--- src/rtl/coincidence_gate_counter_if.sv ---
// Bus bundle for the coincidence gate counter: run control, channel inputs
// and the count/status readback.
interface coincidence_gate_counter_if #(
  parameter int NCHAN = 4,
  parameter int CNTW  = 16,
  parameter int CYCW  = 16,
  parameter int DLYW  = 4,
  parameter int WINW  = 4
);
  localparam int NPAIRS = NCHAN * (NCHAN - 1) / 2;

  logic                      Start_i;
  logic                      Abort_i;
  logic [CYCW-1:0]           nCycles_i;
  logic [WINW-1:0]           Window_i;
  logic [NCHAN*DLYW-1:0]     Delays_i;
  logic [NCHAN-1:0]          Channels;
  logic                      Busy_o;
  logic                      Done_o;
  logic [CYCW-1:0]           Cnt_Clk;
  logic [NCHAN*CNTW-1:0]     Cnt_chann;
  logic [NPAIRS*CNTW-1:0]    Cnt_pairs;
  logic [NCHAN+NPAIRS-1:0]   Overflow_o;

  modport master (
    output Start_i, Abort_i, nCycles_i, Window_i, Delays_i, Channels,
    input  Busy_o, Done_o, Cnt_Clk, Cnt_chann, Cnt_pairs, Overflow_o
  );

  modport slave (
    input  Start_i, Abort_i, nCycles_i, Window_i, Delays_i, Channels,
    output Busy_o, Done_o, Cnt_Clk, Cnt_chann, Cnt_pairs, Overflow_o
  );
endinterface

--- src/rtl/coincidence_gate_counter.sv ---
// Gated coincidence counter: synchronised edge detection, per-channel delay
// alignment, coincidence windows, saturating single and pair counters.
module coincidence_gate_counter #(
  parameter int NCHAN = 4,
  parameter int CNTW  = 16,
  parameter int CYCW  = 16,
  parameter int DLYW  = 4,
  parameter int WINW  = 4
) (
  input logic                     Clk,
  input logic                     Rst,
  coincidence_gate_counter_if.slave bus
);
  localparam int NPAIRS = NCHAN * (NCHAN - 1) / 2;
  localparam int DEPTH  = (1 << DLYW) - 1;

  typedef enum logic [1:0] {IDLE, RUN, DONE} state_t;

  state_t                  state, state_next;
  logic                    start_run;
  logic                    count_en;
  logic [CYCW-1:0]         n_cycles;
  logic [CYCW-1:0]         cnt_clk;
  logic [WINW-1:0]         win;
  logic [NCHAN*DLYW-1:0]   dly;
  logic [NCHAN-1:0]        s1, s2, s2_d, p;
  logic [NCHAN-1:0]        q, open;
  logic [NCHAN*CNTW-1:0]   chan_vec;
  logic [NPAIRS*CNTW-1:0]  pair_vec;
  logic [NCHAN+NPAIRS-1:0] ovf_vec;

  always_ff @(posedge Clk or posedge Rst) begin
    if (Rst) state <= IDLE;
    else     state <= state_next;
  end

  // Abort wins over end-of-gate; Start is only honoured outside RUN
  always_comb begin
    state_next = state;
    start_run  = 1'b0;
    count_en   = 1'b0;
    case (state)
      IDLE, DONE: begin
        if (bus.Start_i) begin
          start_run  = 1'b1;
          state_next = (bus.nCycles_i == '0) ? DONE : RUN;
        end
      end
      RUN: begin
        if (bus.Abort_i) begin
          state_next = IDLE;
        end else begin
          count_en = 1'b1;
          if (cnt_clk + CYCW'(1) == n_cycles) state_next = DONE;
        end
      end
      default: state_next = IDLE;
    endcase
  end

  always_ff @(posedge Clk or posedge Rst) begin
    if (Rst) begin
      n_cycles <= '0;
      win      <= '0;
      dly      <= '0;
      cnt_clk  <= '0;
    end else if (start_run) begin
      n_cycles <= bus.nCycles_i;
      win      <= bus.Window_i;
      dly      <= bus.Delays_i;
      cnt_clk  <= '0;
    end else if (count_en) begin
      cnt_clk  <= cnt_clk + CYCW'(1);
    end
  end

  // Two-flop synchroniser followed by a registered rising-edge detect
  always_ff @(posedge Clk or posedge Rst) begin
    if (Rst) begin
      s1   <= '0;
      s2   <= '0;
      s2_d <= '0;
      p    <= '0;
    end else begin
      s1   <= bus.Channels;
      s2   <= s1;
      s2_d <= s2;
      p    <= s2 & ~s2_d;
    end
  end

  for (genvar i = 0; i < NCHAN; i++) begin : g_ch
    logic [DEPTH-1:0] line;
    logic [WINW-1:0]  wc;
    logic [DLYW-1:0]  d;
    logic [CNTW-1:0]  cnt;
    logic             ovf;

    assign d       = dly[i*DLYW +: DLYW];
    assign q[i]    = (d == '0) ? p[i] : line[d - 1'b1];
    assign open[i] = q[i] | (wc != '0);

    always_ff @(posedge Clk or posedge Rst) begin
      if (Rst)            line <= '0;
      else if (start_run) line <= '0;
      else                line <= (line << 1) | DEPTH'(p[i]);
    end

    always_ff @(posedge Clk or posedge Rst) begin
      if (Rst)             wc <= '0;
      else if (start_run)  wc <= '0;
      else if (q[i])       wc <= win;
      else if (wc != '0)   wc <= wc - 1'b1;
    end

    always_ff @(posedge Clk or posedge Rst) begin
      if (Rst) begin
        cnt <= '0;
        ovf <= 1'b0;
      end else if (start_run) begin
        cnt <= '0;
        ovf <= 1'b0;
      end else if (count_en && q[i]) begin
        if (cnt == '1) ovf <= 1'b1;
        else           cnt <= cnt + 1'b1;
      end
    end

    assign chan_vec[i*CNTW +: CNTW] = cnt;
    assign ovf_vec[i]               = ovf;
  end

  // Pair index k enumerates (i,j), i<j, in lexicographic order
  for (genvar i = 0; i < NCHAN - 1; i++) begin : g_pi
    for (genvar j = i + 1; j < NCHAN; j++) begin : g_pj
      localparam int K = i * NCHAN - i * (i + 1) / 2 + (j - i - 1);
      logic [CNTW-1:0] cnt;
      logic            ovf;
      logic            hit;

      assign hit = open[i] & open[j] & (q[i] | q[j]);

      always_ff @(posedge Clk or posedge Rst) begin
        if (Rst) begin
          cnt <= '0;
          ovf <= 1'b0;
        end else if (start_run) begin
          cnt <= '0;
          ovf <= 1'b0;
        end else if (count_en && hit) begin
          if (cnt == '1) ovf <= 1'b1;
          else           cnt <= cnt + 1'b1;
        end
      end

      assign pair_vec[K*CNTW +: CNTW] = cnt;
      assign ovf_vec[NCHAN + K]       = ovf;
    end
  end

  assign bus.Busy_o     = (state == RUN);
  assign bus.Done_o     = (state == DONE);
  assign bus.Cnt_Clk    = cnt_clk;
  assign bus.Cnt_chann  = chan_vec;
  assign bus.Cnt_pairs  = pair_vec;
  assign bus.Overflow_o = ovf_vec;
endmodule

--- src/flat_wrapper.sv ---
// flat-port wrapper written by rule: the top's interface ports become plain ports
module coincidence_gate_counter_flat 
#(
  parameter int NCHAN = 4,
  parameter int CNTW  = 16,
  parameter int CYCW  = 16,
  parameter int DLYW  = 4,
  parameter int WINW  = 4
)
  (Clk, Rst, bus_Start_i, bus_Abort_i, bus_nCycles_i, bus_Window_i, bus_Delays_i, bus_Channels, bus_Busy_o, bus_Done_o, bus_Cnt_Clk, bus_Cnt_chann, bus_Cnt_pairs, bus_Overflow_o);
  coincidence_gate_counter_if #(.NCHAN(NCHAN), .CNTW(CNTW), .CYCW(CYCW), .DLYW(DLYW), .WINW(WINW)) bus_i ();
  input logic Clk;
  input logic Rst;
  input wire logic [$bits(bus_i.Start_i)-1:0] bus_Start_i;
  input wire logic [$bits(bus_i.Abort_i)-1:0] bus_Abort_i;
  input wire logic [$bits(bus_i.nCycles_i)-1:0] bus_nCycles_i;
  input wire logic [$bits(bus_i.Window_i)-1:0] bus_Window_i;
  input wire logic [$bits(bus_i.Delays_i)-1:0] bus_Delays_i;
  input wire logic [$bits(bus_i.Channels)-1:0] bus_Channels;
  output wire logic [$bits(bus_i.Busy_o)-1:0] bus_Busy_o;
  output wire logic [$bits(bus_i.Done_o)-1:0] bus_Done_o;
  output wire logic [$bits(bus_i.Cnt_Clk)-1:0] bus_Cnt_Clk;
  output wire logic [$bits(bus_i.Cnt_chann)-1:0] bus_Cnt_chann;
  output wire logic [$bits(bus_i.Cnt_pairs)-1:0] bus_Cnt_pairs;
  output wire logic [$bits(bus_i.Overflow_o)-1:0] bus_Overflow_o;
  assign bus_i.Start_i = bus_Start_i;
  assign bus_i.Abort_i = bus_Abort_i;
  assign bus_i.nCycles_i = bus_nCycles_i;
  assign bus_i.Window_i = bus_Window_i;
  assign bus_i.Delays_i = bus_Delays_i;
  assign bus_i.Channels = bus_Channels;
  assign bus_Busy_o = bus_i.Busy_o;
  assign bus_Done_o = bus_i.Done_o;
  assign bus_Cnt_Clk = bus_i.Cnt_Clk;
  assign bus_Cnt_chann = bus_i.Cnt_chann;
  assign bus_Cnt_pairs = bus_i.Cnt_pairs;
  assign bus_Overflow_o = bus_i.Overflow_o;
  coincidence_gate_counter #(.NCHAN(NCHAN), .CNTW(CNTW), .CYCW(CYCW), .DLYW(DLYW), .WINW(WINW)) u_core (.Clk(Clk), .Rst(Rst), .bus(bus_i));
endmodule
--- config.mk ---
export PLATFORM = sky130hd
export DESIGN_NAME = coincidence_gate_counter_flat
export DESIGN_NICKNAME = d
export VERILOG_FILES = /design/src/rtl/coincidence_gate_counter_if.sv /design/src/rtl/coincidence_gate_counter.sv /design/src/flat_wrapper.sv
export SDC_FILE = /design/constraint.sdc
export NUM_CORES = 1
export LEC_CHECK = 0
export ABC_AREA = 1
export ABC_CLOCK_PERIOD_IN_PS = 18350
export CORE_AREA = 2 2 182 202
export CTS_CLUSTER_SIZE = 20
export DETAILED_ROUTE_END_ITERATION = 12
export DIE_AREA = 0 0 184 204
export PLACE_DENSITY = 0.73
export SYNTH_ARGS = -nofsm -noshare
export SYNTH_HDL_FRONTEND = slang
export SYNTH_SLANG_ARGS = --single-unit
--- constraint.sdc ---
create_clock -name Clk -period 18.35 [get_ports Clk]
set_input_delay 2.7525 -clock Clk [delete_from_list [all_inputs] [get_ports Clk]]
set_output_delay 2.7525 -clock Clk [all_outputs]
set_load 0.01 [all_outputs]
* Word-level counts from Yosys, hierarchy flattened
Index checks and enable logic that the tools add are counted.
** Word-level totals
- Input port bits :: 44
- Output and inout port bits :: 188
- Word-level logic and storage cells :: 279
- Register bits :: 316
** Operators by class
- Magnitude comparators :: 4
- Add/subtract/negate cells :: 19
- Bitwise operators :: 28
- Eq/ne operators :: 25
- Mux-type cells :: 99
- Reduce and logical (&&, ||, !) cells :: 67
** Operators by type and width (count)
- two-way mux 16 bit :: 32
- adder 16 x 1 -> 16 bit, second input constant :: 11
- equality test 16 bit, second input constant :: 10
- two-way mux 15 bit :: 4
- OR 15 x 1 -> 15 bit :: 4
- two-way mux 4 bit :: 12
- two-way mux 1 bit :: 42
- AND reduction 2 bit :: 21
- nonzero test 2 bit :: 21
- subtractor 4 x 1 -> 4 bit, second input constant :: 8
- less-than comparator 4 x 5 -> 1 bit, second input constant :: 4
- != test 2 x 1 -> 1 bit, second input constant :: 10
- binary-select mux 1 bit (select 4 bit) :: 4
- equality test 16 bit :: 1
- logical NOT 16 bit :: 1
- logical NOT 4 bit :: 4
- nonzero test 4 bit :: 4
- AND 1 bit :: 12
- nonzero test 3 bit :: 4
- logical AND 1 bit :: 10
- OR 1 bit :: 10
- two-way mux 2 bit :: 4
- AND 4 bit :: 1
- inverter 4 bit :: 1
- 7 further kinds :: 7

* Depth between registers and ports, before layout
Gate-level depths: netlist of the first run.
- Word-level depth :: 10
- Gate-level depth with buffers :: 20
- Depth with buffers taken out :: 17

* Least setup slack after synthesis of the first run
No wires, ideal clock.
- Path kind :: input to register
- Start :: input bus_Start_i
- End :: register u_core.g_ch[0].line[10]
- Setup slack :: 14.216 ns
- Stages on the path :: 6
- Buffers on the path :: 3
- Data required time :: 18.219 ns
- Arrival :: 4.004 ns
- Setup time :: 0.131 ns
- Cells stage by stage :: inv_1 -> nor2_1 -> clkbuf_1 -> clkbuf_1 -> clkbuf_1 -> nor2_1
** On the way
- Longest elaborated chain between the ends :: 3
** Ends and longest elaborated chain
- start: declaration :: line flat_wrapper.sv:14 : input wire logic [$bits(bus_i.Start_i)-1:0] bus_Start_i;
- two-way mux 1 bit :: line coincidence_gate_counter.sv:44 : if (bus.Start_i) begin
- two-way mux 1 bit :: line coincidence_gate_counter.sv:42 : case (state)
- two-way mux 15 bit :: line coincidence_gate_counter.sv:105 : else if (start_run) line <= '0;
- end signal: assignment :: line coincidence_gate_counter.sv:106 : else line <= (line << 1) | DEPTH'(p[i]);
- end: declaration :: line coincidence_gate_counter.sv:93 : logic [DEPTH-1:0] line;
Every way passes these cells.
A chain may end at the register's enable or synchronous reset.

* Final worst setup path of the first run
- Start :: input bus_Start_i
- End :: register u_core.g_ch[3].cnt[13]
** On the way
- Longest elaborated chain between the ends :: 4
- Elaborated cells on any way between the ends :: 6
- Classes of those cells :: eq/ne: 1; mux: 3; reduce/logical: 2
** Ends and longest elaborated chain
- two-way mux 1 bit (*) :: line coincidence_gate_counter.sv:44
- two-way mux 1 bit (*) :: line coincidence_gate_counter.sv:42
- != test 2 x 1 -> 1 bit (no line) or nonzero test 2 bit (tied branches)
- AND reduction 2 bit (no line)
- end signal: assignment :: line coincidence_gate_counter.sv:125 : else cnt <= cnt + 1'b1;
- end: declaration :: line coincidence_gate_counter.sv:96 : logic [CNTW-1:0] cnt;
Every way passes the cells marked *; elsewhere a longest branch is shown, timed or not.

==> results of run 1 <==
## registers in the layout, indices dropped and copies added (netlist names)
name,flops
u_core.n_cycles,16
u_core.g_pi.g_pj.ovf,6
u_core.bus.Cnt_Clk,16
u_core.g_ch.wc,16
u_core.g_ch.ovf,4
u_core.s2,4
u_core.win,4
u_core.s2_d,4
u_core.dly,16
u_core.s1,4
u_core.g_ch.cnt,64
u_core.g_ch.line,60
u_core.g_pi.g_pj.cnt,96
u_core.state,2
u_core.p,4
## power breakdown
| part | internal, mW | switching [mW] | leakage, nW |
|---|---|---|---|
| sequential | 0.829 | 0.169 | 4.24 |
| clock | 0.452 | 0.302 | 0.617 |
| combinational | 0.379 | 0.547 | 4.83 |
| total | 1.66 | 1.02 | 9.68 |
## worst max-delay path by stage
| stage | endpoint | cells after the start | from | slack (ns) |
|---|---|---|---|---|
| after floorplan | u_core.bus.Cnt_Clk[0] | 1 | Rst | 6.85 |
| after global placement | u_core.g_ch[3].cnt[13] | 8 | bus_Start_i | 12.34 |
| after detailed placement | u_core.g_ch[3].cnt[13] | 8 | bus_Start_i | 12.17 |
| after CTS | u_core.g_ch[3].cnt[14] | 8 | bus_Start_i | 12.76 |
| after global routing | u_core.g_ch[3].cnt[14] | 8 | bus_Start_i | 12.42 |
| final | u_core.g_ch[3].cnt[13] | 8 | bus_Start_i | 12.64 |
## cells in the final DEF (no fill, tap or decap), types with 11 or more instances in the layout
cell	netlist	final
a21oi_1	28	28
clkbuf_16	0	39
clkdlybuf4s50_1	0	231
dfrtp_1	316	316
ha_1	23	23
inv_1	233	231
nand2_1	626	626
nand2_2	27	27
nand2_4	13	13
nand3_1	246	246
nand4_1	45	45
nor2_1	257	256
nor3_1	42	42
nor3b_1	16	16
nor4_1	12	12
o21ai_0	89	89
o21ai_1	14	14
o22ai_1	11	11
o31ai_1	22	22
or2_2	11	11
xnor2_1	23	23
xor2_1	61	61
## metal layers
layer  global-route usage, %  share of wire, %
met2                   37.47                47
met4                   8.600               3.2
met5                       0                 0
met1                   31.31                44
met3                   4.383               6.3
## final cells by class
cell class | instances | area share (%)
repair buffers | 235 | 11.19
well taps | 450 | 2.661
multi-input cells | 1626 | 38.37
inverters | 245 | 4.430
flip-flops and latches | 316 | 37.38
clock inverters | 15 | 0.7334
clock buffers | 53 | 5.240
## metrics by stage
stage | utilization, % | std cells
after detailed placement | 55.84 | 2872
final | 59.39 | 2940
after global placement | 55.84 | 2872
after global routing | 59.39 | 2940
after floorplan | - | 2273
after CTS | 59.39 | 2940
## logic make-up after synthesis
kind of cell / count (synthesis)
AO/OA/AOI/OAI: 179
XOR/XNOR: 84
adder cells (fa/ha/maj): 23
buffers and inverters: 331
flip-flops: 316
AND/OR/NAND/NOR: 1340
==> impl_results.md, run 1 <==
- Reg area: 7908 sq um
- Drt drc: 0
- Fin area: 21160 sq um
- Peak supply drop: 0.06510 mV
- DR WL/cell: between 10 and 15 um
- Post-route clock period utilization: 31.13%
- Setup TNS Final: 0 ns
- CP top delay family: buffers and inverters
- DRT Pass-1 Iters: 5
- Mux share of post-synthesis cell area: 0%
- Warnings from Yosys: 0
- CP Class: in -> reg
- Synthesized cell area: 17530 sq um
- Die outline area: ~38000 sq um
- Synth Area in Compound Gates: between 5 and 6%
- Clk pin slew, worst setup/hold paths: 0.06 ns
- Count of pins over their slew limit: 0
- Fin nets: 2528
- Largest net degree at the start of global routing: 235
- H-tree levels: 2
- Flops & latches, synth: 316
- RSZ-0062 raised after global routing: false
- Count leader, synth: nand2_1
- Syn_area_per_cell: 7.710 sq um
- Port bufs: 231
- Commonest cells post-synth: nand2_1, dfrtp_1, nor2_1
- Post-Route WL: 43.44 mm
- # hold bufs at CTS: 0
- Clock sink count: 316
- First-pass GRT wire length: 72.50 mm
- Setup slack, reg-to-reg: 15.04 ns
- Via count: 15570
- Post-synth cell types: 46
- Worst Tran Pin Value: between 1 and 1.5 ns
- Simple-gate share of the synthesized area: a little over a third
- Worst r2r path cells: 6
- Chip Height: approximately 200 um
- Critical Path AT: 6.08 ns
- CTS root buf: clkbuf_16
- CP Capture Type: register
- RR Endpoint: u_core.g_ch[3].cnt[13]
- TritonCTS clock tree: yes
- Io pins: about 230
- WP buf/inv: 4
- Placement Setup Slack: ~12 ns
- Hold Path End: u_core.s2[1]
- Tot Pwr: 2.678 mW
- Area grow syn2layout: 20.71%
- Setup bufs post-CTS: 0
- Hold Vio Cnt, Final: 0
- Kind of path behind the tightest hold check: reg -> reg
- Multi-input logic area: 8117 sq um
- Largest family of logic cells by synthesized area: simple AND/OR/NAND/NOR gates
- Adder-cell share of the synthesized area: 1.642%
- Slowest-stage cell, CP: buf_4
- Drt initial violations: 856
- Status: finished, final reports clean
- Row count: 73
- DP HPWL: 29.22 mm
- Most used DFF post-synth: dfrtp_1
- RR Startpoint: u_core.state[0]
- ANT cells: 0
- Yosys top cell area share: 45.12%
- Hold Worst Slack: 0.3456 ns
- Max-Cap Viols: 0
- Final Skew: 0.01825 ns
- Register area share after synthesis: 45.12%
- Placed Area: 19890 sq um
- Cell Pwr Density: 126.6 nW/um^2
- Slew headroom: 28.56%
- Total congestion overflow: 0
- Biggest cell delay along the critical path: 0.81 ns
- Detail Route Antenna Nets: 0
- Initial antenna violation count: 0
- Startpoint class of the critical path: primary input
- Worst EP required: 18.72 ns
- Vias in the first global route: between 10000 and 15000
- Critical path peak fanout: 92
- Final min period: 5.713 ns
- Share of layout cells above drive strength 1: 6.707%
- Clock Path Buffers: 3
- Total CTS buffers: 37
- Core Footprint: 35620 sq um
- EDFF count, synth: 0
- Syn Inst Count: ~2300
- Hold Path Cell Cnt: 0
- Post-CTS sizing: 0
- HP Start: u_core.s1[1]
- Post-synth top area cell: dfrtp_1
- Die width: roughly 180 um
- Area contributors post-synth: dfrtp_1, nand2_1, nand3_1
- Gpl congestion: 0.9186
- Worst-path cell chain: clkdlybuf4s50_1 -> inv_1 -> nor2_4 -> inv_6 -> buf_4 -> nand4_1 -> nand2_1 -> o21ai_0
- Worst-Skew Late Latency: 0.53 ns
- Syn Nets: 2340
- Static Leak: 9.682 nW
- Starting Density: 49.20%
- Final setup vio count: 0
- Via/cell ratio: approximately 5.3
- Fmax: 0.1750 GHz
- Async SR Flop Fraction: 100.0%
- Tot GR Track Use: a little under a quarter
- Post-route setup slack: ~13 ns
- Xor/xnor share of the synthesized area: 4.198%
- FILL cells: 3149
Power figures use the tool's default switching activity.
==> inputs of run 2 (changes only) <==
--- a/config.mk
+++ b/config.mk
@@ -6,7 +6,7 @@
 export NUM_CORES = 1
 export LEC_CHECK = 0
 export ABC_AREA = 1
-export ABC_CLOCK_PERIOD_IN_PS = 18350
+export ABC_CLOCK_PERIOD_IN_PS = 5500
 export CORE_AREA = 2 2 182 202
 export CTS_CLUSTER_SIZE = 20
 export DETAILED_ROUTE_END_ITERATION = 12
==> constraint.sdc (replaced) <==
create_clock -name Clk -period 5.5 [get_ports Clk]
set_input_delay 0.825 -clock Clk [delete_from_list [all_inputs] [get_ports Clk]]
set_output_delay 0.825 -clock Clk [all_outputs]
set_load 0.01 [all_outputs]
==> impl_results.md, run 2 (synthesis results as in run 1) <==
- Status: finished, final reports clean (unchanged)
- RR Startpoint: u_core.dly[4] (was u_core.state[0])
- HP Start: u_core.s1[1] (unchanged)
- Worst r2r path cells: 14 (was 6)
- Die width: 184 um (unchanged)
- Worst Tran Pin Value: 1.040 ns (was 1.072 ns)
- Core Footprint: 35620 sq um (unchanged)
- ANT cells: 0 (unchanged)
- Clock sink count: 316 (unchanged)
- TritonCTS clock tree: yes (unchanged)
- Hold Vio Cnt, Final: 0 (unchanged)
- Worst-Skew Late Latency: 0.52 ns (was 0.53 ns)
- Port bufs: 231 (unchanged)
- Post-route setup slack: 2.200 ns (was 12.64 ns)
- Initial antenna violation count: 0 (unchanged)
- DRT Pass-1 Iters: 7 (was 5)
- Biggest cell delay along the critical path: 0.60 ns (was 0.81 ns)
- First-pass GRT wire length: 73.70 mm (was 72.50 mm)
- Most used cell, CP: inv_1
- CTS root buf: clkbuf_16 (unchanged)
- DP HPWL: 30.14 mm (was 29.22 mm)
- Total congestion overflow: 0 (unchanged)
- Via count: 15670 (was 15570)
- Fin nets: 2531 (was 2528)
- Commonest non-fill, non-tap cell in the layout: nand2_1 (unchanged)
- Row count: 73 (unchanged)
- Drt drc: 0 (unchanged)
- Worst EP required: 5.92 ns (was 18.72 ns)
- H-tree levels: 2 (unchanged)
- CP Capture Type: register (unchanged)
- Critical Path AT: 3.72 ns (was 6.08 ns)
- Setup bufs post-CTS: 0 (unchanged)
- Kind of path behind the tightest hold check: reg -> reg (unchanged)
- Tot GR Track Use: 23.69% (was 23.26%)
- Detail Route Antenna Nets: 0 (unchanged)
- # hold bufs at CTS: 0 (unchanged)
- Max reg flops: 96 (unchanged)
- Final Skew: 0.01275 ns (was 0.01825 ns)
- Hold Path Cell Cnt: 0 (unchanged)
- Post-route clock period utilization: 60.00%
- Die outline area: 37540 sq um (unchanged)
- Chip Height: 204 um (unchanged)
- Final setup vio count: 0 (unchanged)
- Largest registers: u_core.g_pi.g_pj.cnt (96), u_core.g_ch.cnt (64), u_core.g_ch.line (60) (unchanged)
- Gpl congestion: 0.9026 (was 0.9186)
- Final cell count without fillers: 2936 (was 2940)
- Peak supply drop: 0.2476 mV (was 0.06510 mV)
- Via/cell ratio: 5.338 (was 5.296)
- Post-Route WL: 44.06 mm (was 43.44 mm)
- Drt initial violations: 1163 (was 856)
- Placed cells: 2876 (was 2872)
- DR WL/cell: 15.01 um (was 14.78 um)
- Starting Density: 49.20% (unchanged)
- Largest net degree at the start of global routing: 121 (was 235)
- Area grow syn2layout: 20.15% (was 20.71%)
- Placement Setup Slack: 1.710 ns (was 12.17 ns)
- Critical path peak fanout: 54 (was 92)
- Post-CTS sizing: 0 (unchanged)
- Slew headroom: 30.69% (was 28.56%)
- RR Endpoint: u_core.g_ch[1].cnt[6] (was u_core.g_ch[3].cnt[13])
- Total CTS buffers: 36 (was 37)
- Clock Path Buffers: 3 (unchanged)
- Slowest-stage cell, CP: buf_4 (unchanged)
- Max-Cap Viols: 0 (unchanged)
- Highest-count cells in the layout ignoring fill and taps: nand2_1, dfrtp_1, nor2_1 (unchanged)
- Startpoint class of the critical path: primary input (unchanged)
- Worst-path cell chain: clkdlybuf4s50_1 -> inv_1 -> nor2_4 -> buf_4 -> nor2_1 -> nand4_1 -> nand2_1 -> inv_1 -> nand3_1 -> o21ai_0 (was clkdlybuf4s50_1 -> inv_1 -> nor2_4 -> inv_6 -> buf_4 -> nand4_1 -> nand2_1 -> o21ai_0)
- Setup slack, reg-to-reg: 2.24 ns (was 15.04 ns)
- Share of layout cells above drive strength 1: 6.597% (was 6.707%)
- Clk pin slew, worst setup/hold paths: 0.06 ns (about the same)
- Largest Register: u_core.g_pi.g_pj.cnt (unchanged)
- Final min period: 3.300 ns
- Cell Pwr Density: 417.0 nW/um^2 (was 126.6 nW/um^2)
- Setup TNS Final: 0 ns (unchanged)
- Fmax: 0.3030 GHz
- Vias in the first global route: 14930 (was 14980)
- Hold Path End: u_core.s2[1] (unchanged)
- Count of pins over their slew limit: 0 (unchanged)
- Io pins: 232 (unchanged)
- CP Class: in -> reg (unchanged)
- RSZ-0062 raised after global routing: false (unchanged)
- Static Leak: 9.646 nW (was 9.682 nW)
[run 2: area by class of cell]
class / instances / area, sq um
multi-input cells: 1626 / 8117
fillers: 3185 / 14560
repair buffers: 239 / 2397
clock inverters: 10 / 85.08
well taps: 450 / 563.0
clock buffers: 50 / 1055
flip-flops and latches: 316 / 7908
inverters: 245 / 933.4
[run 2: worst max-delay path: cells and delay by family]
| kind | cells | cell delay [ns] |
|---|---|---|
| buf+inv | 4 | 1.52 |
| compound gates | 1 | 0.14 |
| simple gates | 5 | 1.23 |
[run 2: metrics by stage]
stage / hold WS, ns / area, sq um / utilization [%] / power (mW)
4_1_cts: 0.3504 / 21060 / 59.11 / 8.841
2_1_floorplan: 0.3312 / 17530 / - / 5.346
3_3_place_gp: 0.3353 / 19920 / 55.92 / 6.355
3_5_place_dp: 0.3364 / 19920 / 55.92 / 6.455
5_1_grt: 0.3667 / 21060 / 59.11 / 9.371
6_report: 0.3465 / 21060 / 59.11 / 8.781
[run 2: how the worst max path moves through the flow]
stage                startpoint                     end  slack, ns  cells after the start
global placement    bus_Start_i  u_core.bus.Cnt_Clk[10]       1.80                      7
global route        bus_Start_i   u_core.g_ch[1].cnt[6]       1.81                     10
CTS                 bus_Start_i   u_core.bus.Cnt_Clk[9]       2.24                      7
floorplan                   Rst   u_core.bus.Cnt_Clk[0]       0.46                      1
finish              bus_Start_i   u_core.g_ch[1].cnt[6]       2.20                     10
detailed placement  bus_Start_i   u_core.bus.Cnt_Clk[9]       1.71                      7
[run 2: layer usage]
metal,vias up,global-route usage [%],part of all wire (%)
li1,7690,-,-
met1,7462,31.74,44
met2,446,39.07,47
met3,74,4.419,6.4
met4,0,7.343,2.7
met5,-,0,0
[run 2: power by group]
| group | total [mW] | leakage [nW] | internal [mW] | switching, mW |
|---|---|---|---|---|
| Clock | 2.35 | 0.566 | 1.38 | 0.966 |
| Sequential | 3.33 | 4.24 | 2.77 | 0.563 |
| Combinational | 3.10 | 4.84 | 1.27 | 1.84 |
==> inputs of run 3 (changes only) <==
--- a/config.mk
+++ b/config.mk
@@ -6,7 +6,7 @@
 export NUM_CORES = 1
 export LEC_CHECK = 0
 export ABC_AREA = 1
-export ABC_CLOCK_PERIOD_IN_PS = 5500
+export ABC_CLOCK_PERIOD_IN_PS = 3100
 export CORE_AREA = 2 2 182 202
 export CTS_CLUSTER_SIZE = 20
 export DETAILED_ROUTE_END_ITERATION = 12
==> constraint.sdc (replaced) <==
create_clock -name Clk -period 3.1 [get_ports Clk]
set_input_delay 0.465 -clock Clk [delete_from_list [all_inputs] [get_ports Clk]]
set_output_delay 0.465 -clock Clk [all_outputs]
set_load 0.01 [all_outputs]
==> impl_results.md, run 3 (synthesis results as in run 1) <==
- Status: finished, final reports clean (unchanged)
- Clk pin slew, worst setup/hold paths: 0.06 ns (about the same)
- Placed Area: 20100 sq um (was 19920 sq um)
- Total CTS buffers: 37 (was 36)
- Kind of path behind the tightest hold check: reg -> reg (unchanged)
- ANT cells: 0 (unchanged)
- Largest Register: u_core.g_pi.g_pj.cnt (unchanged)
- Switching power: 6.058 mW (was 3.366 mW)
- Total congestion overflow: 0 (unchanged)
- Met2 usage: 39.37% (was 39.07%)
- Highest-count cells in the layout ignoring fill and taps: nand2_1, dfrtp_1, nor2_1 (unchanged)
- Fin area: 21370 sq um (was 21060 sq um)
- Layout Utilization: 59.99% (was 59.11%)
- Startpoint class of the critical path: register (was primary input)
- Net Sw Frac: 37.68% (was 38.33%)
- Met3 Track Usage GR: 5.025% (was 4.419%)
- Drt drc: 0 (unchanged)
- Count of pins over their slew limit: 0 (unchanged)
- # hold bufs at CTS: 0 (unchanged)
- Initial antenna violation count: 0 (unchanged)
- Post-Route WL: 45.35 mm (was 44.06 mm)
- Final Skew: 0.01034 ns (was 0.01275 ns)
- Setup bufs post-CTS: 0 (unchanged)
- Vias in the first global route: 15340 (was 14930)
- CP Class: reg -> reg (was in -> reg)
- Static Leak: 9.783 nW (was 9.646 nW)
- Core Footprint: 35620 sq um (unchanged)
- Hold Worst Slack: 0.3505 ns (was 0.3465 ns)
- Final setup vio count: 0 (unchanged)
- Fin nets: 2549 (was 2531)
- TritonCTS clock tree: yes (unchanged)
- Fmax: 0.3599 GHz
- Commonest non-fill, non-tap cell in the layout: nand2_1 (unchanged)
- DR WL/cell: 15.32 um (was 15.01 um)
- Drt initial violations: 1041 (was 1163)
- Placed cells: 2893 (was 2876)
- Clock Path Buffers: 3 (unchanged)
- Via count: 15880 (was 15670)
- Port bufs: 231 (unchanged)
- CP Capture Type: register (unchanged)
- First-pass GRT wire length: 75.72 mm (was 73.70 mm)
- Int Pwr: 10.02 mW (was 5.416 mW)
- Worst Tran Pin Value: 0.6418 ns (was 1.040 ns)
- Post-CTS sizing: 0 (unchanged)
- Placement Setup Slack: 0.2837 ns (was 1.710 ns)
- Biggest cell delay along the critical path: 0.45 ns (was 0.60 ns)
- RSZ-0062 raised after global routing: false (unchanged)
- Setup TNS Final: 0 ns (unchanged)
- CTS root buf: clkbuf_16 (unchanged)
- DP HPWL: 31.67 mm (was 30.14 mm)
- FILL cells: 3113 (was 3185)
- Die outline area: 37540 sq um (unchanged)
- Max reg flops: 96 (unchanged)
- Final min period: 2.778 ns
- Sequential power share: 36.7% (was 37.9%)
- Area grow syn2layout: 21.94% (was 20.15%)
- Detail Route Antenna Nets: 0 (unchanged)
- Die width: 184 um (unchanged)
- Starting Density: 49.20% (unchanged)
- Io pins: 232 (unchanged)
- Worst EP required: 3.56 ns (was 5.92 ns)
- Worst-Skew Late Latency: 0.53 ns (was 0.52 ns)
- Slew headroom: 57.21% (was 30.69%)
- Worst-path cell chain: inv_2 -> ha_1 -> inv_1 -> nand3_1 -> nand2_1 -> nand2_1 -> nand3_1 -> nand3_2 -> nand3_2 -> nand2_1 -> nand4_4 -> nand2_4 -> nand2_1 -> nand2_1 (was clkdlybuf4s50_1 -> inv_1 -> nor2_4 -> buf_4 -> nor2_1 -> nand4_1 -> nand2_1 -> inv_1 -> nand3_1 -> o21ai_0)
- Cell Pwr Density: 752.4 nW/um^2 (was 417.0 nW/um^2)
- Row count: 73 (unchanged)
- Max-Cap Viols: 0 (unchanged)
- Critical path peak fanout: 17 (was 54)
- Tot Pwr: 16.08 mW (was 8.781 mW)
- Global routing's busiest layer: met2 (unchanged)
- DRT Pass-1 Iters: 7 (unchanged)
- Critical Path AT: 3.24 ns (was 3.72 ns)
- Largest net degree at the start of global routing: 154 (was 121)
- Largest registers: u_core.g_pi.g_pj.cnt (96), u_core.g_ch.cnt (64), u_core.g_ch.line (60) (unchanged)
- Combinational group share of total power: 35.0% (was 35.4%)
- Final cell count without fillers: 2960 (was 2936)
- Slowest-stage cell, CP: dfrtp_2 (was buf_4)
- Clock Power Share: 28.3% (was 26.7%)
- Global-route met1 utilization: 32.61% (was 31.74%)
- Post-route clock period utilization: 89.62%
- Tot GR Track Use: 24.47% (was 23.69%)
- Gpl congestion: 0.9250 (was 0.9026)
- Share of layout cells above drive strength 1: 7.410% (was 6.597%)
- Hold Vio Cnt, Final: 0 (unchanged)
- Chip Height: 204 um (unchanged)
- Clock sink count: 316 (unchanged)
- H-tree levels: 2 (unchanged)
- Peak supply drop: 0.4924 mV (was 0.2476 mV)
- Via/cell ratio: 5.366 (was 5.338)
- Post-route setup slack: 0.3217 ns (was 2.200 ns)
- Most used cell, CP: nand2_1 (was inv_1)
run 3: area by class of cell:
class / count / area (sq um) / area share [%]
Clock buffer: 56 / 1100 / 5.146
Clock inverter: 11 / 170.2 / 0.7963
Inverter: 245 / 933.4 / 4.368
Multi-Input combinational cell: 1626 / 8117 / 37.98
Sequential cell: 316 / 7913 / 37.03
Tap cell: 450 / 563.0 / 2.635
Timing Repair Buffer: 256 / 2575 / 12.05
run 3: power groups by stage:
stage	Combinational (mW)	Clock (mW)	Sequential [mW]
finish	5.62	4.55	5.90
CTS	5.65	4.66	5.89
detailed placement	5.60	0	5.94
floorplan	3.58	0	5.91
global route	6.30	4.83	6.03
global placement	5.46	0	5.92
run 3: routing by layer:
metal	vias to the layer above	part of all wire [%]
li1	7737	-
met1	7543	43
met2	508	47
met3	96	7.3
met4	0	3.5
met5	-	0
run 3: worst paths after layout:
kind                          startpoint                        endpoint  slack [ns]  depth (start not counted)
setup / recovery           u_core.dly[4]  u_core.g_pi[1].g_pj[2].cnt[12]        0.32                         14
hold / removal              u_core.s1[0]                    u_core.s2[0]        0.35                          0
setup reg to reg           u_core.dly[4]  u_core.g_pi[1].g_pj[2].cnt[12]        0.32                         14
hold reg to reg             u_core.s1[0]                    u_core.s2[0]        0.35                          0
max in group asynchronous            Rst   u_core.g_pi[0].g_pj[2].cnt[5]        2.12                          3
min in group asynchronous            Rst             u_core.n_cycles[13]        0.52                          3
run 3: critical path: cells and delay by family, from the launching register on:
family | cells | cell delay, ns
adders and majority gates | 1 | 0.41
buffers and inverters | 2 | 0.24
and+or+nand+nor | 11 | 1.60
DFF | 1 | 0.45
